$ cat config.mk
export PLATFORM = sky130hd
export DESIGN_NAME = mem_port_arbiter
export DESIGN_NICKNAME = d
export VERILOG_FILES = /design/src/rtl/mem_port_arbiter.sv
export SDC_FILE = /design/constraint.sdc
export NUM_CORES = 1
export LEC_CHECK = 0
export BUFFER_PORTS_ARGS = -buffer_cell sky130_fd_sc_hd__buf_2
export CAP_MARGIN = 20
export CORE_ASPECT_RATIO = 0.7
export CORE_MARGIN = 5
export CORE_UTILIZATION = 50
export DETAILED_ROUTE_END_ITERATION = 7
export PLACE_DENSITY = 0.86
export SYNTH_ARGS = -nofsm -noshare
export SYNTH_HDL_FRONTEND = slang
export SYNTH_SLANG_ARGS = --single-unit
$ cat constraint.sdc
create_clock -name aclk -period 5.4 [get_ports aclk]
set_clock_uncertainty 0.2 [all_clocks]
set_input_delay 1.08 -clock aclk [delete_from_list [all_inputs] [get_ports aclk]]
set_output_delay 1.08 -clock aclk [all_outputs]
set_load 0.02 [all_outputs]
$ cat src/rtl/mem_port_arbiter.sv
// mem_port_arbiter
//   Shares one single-ported memory between an instruction-fetch requester
//   and a load/store requester. One transaction is in flight at a time and
//   walks IDLE -> ISSUE -> WAIT (MEM_LATENCY cycles) -> RESP -> IDLE.
//   Ties are broken round-robin on a last-grant flag.
//
// Parameters
//   MEM_LATENCY : memory read latency in cycles, mem_en to valid mem_rdata (1..4)
//   WORD_ADDR   : 1 = mem_addr is a word address (byte addr >> 2), 0 = byte address
//
// Ports
//   aclk, areset                  clock, synchronous active-high reset
//   if_req/if_addr                fetch request and byte address
//   if_gnt/if_rvalid/if_rdata     fetch accept pulse, data-valid pulse, data
//   ls_req/ls_addr/ls_we/ls_wdata load/store request (ls_we == 0 means load)
//   ls_gnt/ls_rvalid/ls_rdata     load/store accept, done pulse, load data
//   mem_en/mem_we/mem_addr/
//   mem_wdata/mem_rdata           shared memory port
module mem_port_arbiter #(
   parameter int MEM_LATENCY = 1,
   parameter bit WORD_ADDR   = 1'b1
) (
   input  logic        aclk,
   input  logic        areset,
   input  logic        if_req,
   input  logic [31:0] if_addr,
   output logic        if_gnt,
   output logic        if_rvalid,
   output logic [31:0] if_rdata,
   input  logic        ls_req,
   input  logic [31:0] ls_addr,
   input  logic [3:0]  ls_we,
   input  logic [31:0] ls_wdata,
   output logic        ls_gnt,
   output logic        ls_rvalid,
   output logic [31:0] ls_rdata,
   output logic        mem_en,
   output logic [3:0]  mem_we,
   output logic [31:0] mem_addr,
   output logic [31:0] mem_wdata,
   input  logic [31:0] mem_rdata
);

   localparam logic [1:0] S_IDLE  = 2'd0;
   localparam logic [1:0] S_ISSUE = 2'd1;
   localparam logic [1:0] S_WAIT  = 2'd2;
   localparam logic [1:0] S_RESP  = 2'd3;

   // WAIT counts down from MEM_LATENCY-1 to 0; the zero cycle captures data
   localparam logic [1:0] CNT_INIT = 2'(MEM_LATENCY - 1);

   logic [1:0]  state_q, state_d;
   logic [1:0]  cnt_q, cnt_d;
   logic        last_ls_q, last_ls_d;   // 1: load/store was granted last
   logic        win_ls_q, win_ls_d;     // owner of the in-flight transaction
   logic [31:0] addr_q, addr_d;
   logic [3:0]  we_q, we_d;
   logic [31:0] wdata_q, wdata_d;
   logic [31:0] if_rdata_q, if_rdata_d;
   logic [31:0] ls_rdata_q, ls_rdata_d;

   logic        pick_ls;
   logic        in_issue, in_resp;
   logic [31:0] addr_map;
   logic        unused_addr_bits;

   // Load/store wins when it is the only requester, or on a tie when fetch
   // had the previous grant.
   assign pick_ls = ls_req && (!if_req || !last_ls_q);

   always_comb begin
      state_d    = state_q;
      cnt_d      = cnt_q;
      last_ls_d  = last_ls_q;
      win_ls_d   = win_ls_q;
      addr_d     = addr_q;
      we_d       = we_q;
      wdata_d    = wdata_q;
      if_rdata_d = if_rdata_q;
      ls_rdata_d = ls_rdata_q;
      case (state_q)
         S_IDLE: begin
            if (if_req || ls_req) begin
               win_ls_d  = pick_ls;
               last_ls_d = pick_ls;
               addr_d    = pick_ls ? ls_addr : if_addr;
               // fetches are always reads
               we_d      = pick_ls ? ls_we : 4'h0;
               wdata_d   = pick_ls ? ls_wdata : 32'h0;
               state_d   = S_ISSUE;
            end
         end
         S_ISSUE: begin
            cnt_d   = CNT_INIT;
            state_d = S_WAIT;
         end
         S_WAIT: begin
            if (cnt_q == 2'd0) begin
               if (win_ls_q) ls_rdata_d = (we_q == 4'h0) ? mem_rdata : 32'h0;
               else          if_rdata_d = mem_rdata;
               state_d = S_RESP;
            end else begin
               cnt_d = cnt_q - 2'd1;
            end
         end
         default: state_d = S_IDLE;   // S_RESP
      endcase
   end

   always_ff @(posedge aclk) begin
      if (areset) begin
         state_q    <= S_IDLE;
         cnt_q      <= 2'd0;
         last_ls_q  <= 1'b1;
         win_ls_q   <= 1'b0;
         addr_q     <= 32'h0;
         we_q       <= 4'h0;
         wdata_q    <= 32'h0;
         if_rdata_q <= 32'h0;
         ls_rdata_q <= 32'h0;
      end else begin
         state_q    <= state_d;
         cnt_q      <= cnt_d;
         last_ls_q  <= last_ls_d;
         win_ls_q   <= win_ls_d;
         addr_q     <= addr_d;
         we_q       <= we_d;
         wdata_q    <= wdata_d;
         if_rdata_q <= if_rdata_d;
         ls_rdata_q <= ls_rdata_d;
      end
   end

   assign in_issue = (state_q == S_ISSUE);
   assign in_resp  = (state_q == S_RESP);

   assign addr_map = WORD_ADDR ? {2'b00, addr_q[31:2]} : addr_q;
   // byte-offset bits are dropped in word-address mode
   assign unused_addr_bits = ^addr_q[1:0];

   // Memory port is quiet (all zero) outside the single ISSUE cycle.
   assign mem_en    = in_issue;
   assign mem_we    = in_issue ? we_q     : 4'h0;
   assign mem_addr  = in_issue ? addr_map : 32'h0;
   assign mem_wdata = in_issue ? wdata_q  : 32'h0;

   assign if_gnt    = in_issue && !win_ls_q;
   assign ls_gnt    = in_issue &&  win_ls_q;
   assign if_rvalid = in_resp  && !win_ls_q;
   assign ls_rvalid = in_resp  &&  win_ls_q;
   assign if_rdata  = if_rdata_q;
   assign ls_rdata  = ls_rdata_q;

endmodule
# Yosys cells after proc, flatten, opt, wreduce, memory -nomap -nowiden
# Cells that the tools add are included.
# totals
regBits	138
latch_bits	0
ramBits	0
romBits	0
in_bits	136
mem_count	0
# op_classes
addsub	1
mul	0
div	0
n_lt_le_gt_ge	0
n_eq_ne	6
shift	0
n_mux	12
bitwise_logic	1
n_reduce_logical	19
# ops
op	count
$mux 32	4
$mux 30	1
$mux 4	2
$mux 2	3
$ne 2x2->1 const B	3
$pmux 2 s3	1
$reduce_and 2->1	3
$reduce_and 3->1	2
$logic_and 1x1->1	5
$eq 2x2->1 const B	2
$logic_not 2->1	2
$logic_not 4->1	1
$pmux 2 s2	1
$logic_not 1->1	3
$eq 2x1->1 const B	1
$logic_or 1x1->1	2
$reduce_bool 2->1	1
$sub 2x1->2 const B	1
$not 1->1	1

# Depth between registers and ports, before layout
# depth
ltp_word	4
ltp_mapped	7
ltp_nobuf	5

# Worst setup path after synthesis
# Ideal clock, no wire load.
# synth_path
path_type	register to output
start	register state_q[1]
end	output port mem_wdata[10]
t_arrival_ns	1.304
path_slack_ns	2.816
path_stages_with_launch	6
cell_sequence	dfxtp_1 -> inv_1 -> ha_1 -> clkbuf_1 -> clkbuf_1 -> and2_1
# synth_via
elab_chain_len	2
# synth_lines
item	line_no	source
start, declared	52	logic [1:0] state_q, state_d;
start signal, assigned	122	state_q <= state_d;
$eq 2x1->1	134	assign in_issue = (state_q == S_ISSUE);
$mux 32	145	assign mem_wdata = in_issue ? wdata_q : 32'h0;
end, declared	40	output logic [31:0] mem_wdata,
# Every way passes these cells.

# Worst setup path in the final report
# layout_path
start	register state_q[1]
end	output port if_gnt
# layout_via
elab_chain_len	2
# layout_lines
item	line_no	source
$eq 2x1->1	134	
$logic_and 1x1->1	147	assign if_gnt = in_issue && !win_ls_q;
end, declared	27	output logic if_gnt,
# Every way passes these cells.

==> run summary <==
Run status - complete, no violations
Final Power - 3607 uW
TritonCTS Buffers - 17
Count leader, synth - nand2_1
Slew @ Worst Pin - 0.7174 ns
Register Area - 2723 um2
Synth Warn # - 0
Final ANT Viol Nets - 0
Vias per cell - 5.080
Synth area leaders - dfxtp_1 49%, nand2_1 11%, and2_1 7.7%
Max VDD drop - 0.0002974 V
GPL Wtd Cong - 0.8021
Yosys cell types - 34
Async SR Flop Fraction - 0
Root Buffer - clkbuf_16
CTS Sinks - 136
Max-slew headroom - 0.5217
Final setup fails - 0
Max_cap viols - 0
Finished Cell Area - 7538 um2
Critical setup path kind - flip-flop to primary output
Clk_lat worst skew - 0.41 ns
#FFs+latches synth - 136
TritonRoute pass-1 iters - 5
Synth Cell Area - 5559 um2
Critical path arrival - 1.72 ns
Core Area - 10,930 um2
Nets@finish - 1,043
R2r worst-path depth - 6
1st-iter DRT viols - 288
Total Wirelength - 16,340 um
FF-to-FF End - addr_q[25]
Final TNS setup - 0 ns
Syn_area_per_cell - 8.423 um2
# fillers - 882
First-pass GRT wire length - 25,660 um
# DRC - 0
Power Density - 478.5 nW/um2
Setup crit end - if_gnt
Clk buf depth - 2
ANT cells - 0
GRT overflow - 0
Vias - 5,415
Hold Path Class - flip-flop to flip-flop
Post-CTS Resized - 0
Layout cells sized above 1 - 0.3450
Worst Path Required - 4.12 ns
Chip height - 98.22 um
Crit share post-route - 0.5549
Cells after DPL - 1,033
Setup crit start - state_q[1]
Post-synth EDFFs - 0
Syn Inst Count - 660
Synth top area share - 0.4898
Fin. max-slew vios - 0
Met2 WL - 7684 um
Die area - 13,360 um2
Top routing layer used - met4
Reg-to-reg startpoint - state_q[0]
Initial core utilization - 0.5086
Initial antenna violation count - 0
Number of global-route vias before repair - 5,057
Routed met1 length - 6749 um
CTS Hold Bufs - 0
GRT Util Overall - 0.2365
Crit-path max FO - 67
Unrepaired setup endpoints after global routing - no
Dpl cell area - 6897 um2
Flop-to-flop setup slack - 3.06 ns
Flop pwr share - 0.359
Final hold vios - 0
Clock power frac - 0.333
Yosys top cell by area - dfxtp_1
CP endpoint kind - primary output
Pint - 2347 uW
Sw frac - 0.3494
Crit start category - flip-flop
CTS tree - yes
Top Ports - 273
P&R area growth vs syn - 35.61%
Die width - 136.0 um
Commonest cells in the netlist - 158 x nand2_1, 136 x dfxtp_1, 68 x and2_1
Wire per inst - 15.32 um
Post-synthesis sequential area ratio - 0.4898
Post-layout min period - 2.997 ns
Post CTS Setup Buffer Count - 0
Largest net degree at the start of global routing - 69
Pleak - 0.003574 uW
Fmax - 333.7 MHz
Clock-pin slew on the worst setup and hold paths - 0.06 ns
Num rows - 32
DR WL met3 - 1683 um
Comb pwr share - 0.308
Synth Flop Type - dfxtp_1
PortBufs - 266
CTS H-tree depth - 4
Final cell count without fillers - 1,066
Area of the multi-input gates - 2559 um2
DP HPWL - 11,170 um
Sw power - 1261 uW
## per-layer routing
layer,vias to the layer above,GRT usage
met1,2438,0.3026
met3,19,0.08754
met5,-,0
li1,2713,-
met2,245,0.3739
met4,0,0.07049
## worst max-delay path, cell delays in order (launching register included)
cell and delay [ns]:
dfxtp_1 0.34, inv_1 0.11, ha_2 0.22, buf_12 0.23, nor2b_1 0.17, buf_2 0.18
## cells by family (layout without fill, tap and decap cells)
family                   after synthesis  count (layout)  synth area share
adder cells (fa/ha/maj)                7               7           0.01575
other                                  1               2         0.0006746
buffers and inverters                 61             313           0.05266
multiplexers                           2               2          0.003826
flip-flops                           136             136            0.4898
AND/OR/NAND/NOR                      313             313            0.2613
AO/OA/AOI/OAI                        140             140            0.1760
## cell type report
type | count | area share
Clock buffer | 20 | 0.06058
Clock inverter | 12 | 0.02191
Inverter | 4 | 0.001992
Multi-Input combinational cell | 464 | 0.3394
Sequential cell | 136 | 0.3612
Tap cell | 153 | 0.02539
Timing Repair Buffer | 277 | 0.1895
## sequential cells by signal, indices dropped and copies added, names as in the netlist
name / count
addr_q: 30
cnt_q: 2
if_rdata: 32
last_ls_q: 1
ls_rdata: 32
state_q: 2
wdata_q: 32
we_q: 4
win_ls_q: 1
## placed cells by master, fill, tap and decap left out, drive strengths merged
master      n
clkbuf     20
mux2        1
nand3      35
and3        1
nor4        1
clkinvlp    2
a211o       1
and3b       1
mux2i       1
nor3b       1
inv         8
nand2     158
ha          7
clkinv      3
nand2b      4
a22o       36
buf       277
nor2b       6
o21ai       1
a311oi     30
dfxtp     136
bufinv      3
o211ai      1
nor2       36
a21bo       1
nand3b      1
nor3        1
and2       68
a21boi      1
o21a        1
a22oi       1
a21oi      67
conb        2
## stage by stage
stage | hold WS (ns) | util | worst slack [ns]
6_report | 0.2470 | 0.6897 | 2.403
3_3_place_gp | 0.2345 | 0.6310 | 2.383
3_5_place_dp | 0.2403 | 0.6310 | 2.389
5_1_grt | 0.2652 | 0.6897 | 2.311
4_1_cts | 0.2477 | 0.6878 | 1.912
2_1_floorplan | 0.2339 | - | 2.816
## power by group through the flow
| stage | combinational [uW] | sequential (uW) | clock [uW] |
|---|---|---|---|
| 6_report | 1110 | 1300 | 1200 |
| 3_3_place_gp | 1080 | 1310 | 0 |
| 2_1_floorplan | 729 | 1360 | 0 |
| 4_1_cts | 1100 | 1300 | 1220 |
| 5_1_grt | 1220 | 1320 | 1270 |
| 3_5_place_dp | 1090 | 1320 | 0 |
## worst min-delay path by stage
stage / start / endpoint / slack, ns / cells past startpoint
3_3_place_gp: ls_rdata[23] / ls_rdata[23] / 0.23 / 2
3_5_place_dp: ls_rdata[22] / ls_rdata[22] / 0.24 / 2
5_1_grt: ls_rdata[22] / ls_rdata[22] / 0.27 / 2
4_1_cts: ls_rdata[18] / ls_rdata[18] / 0.25 / 2
6_report: ls_rdata[22] / ls_rdata[22] / 0.25 / 2
2_1_floorplan: wdata_q[0] / wdata_q[0] / 0.23 / 1
(Power assumes the default switching activity.)
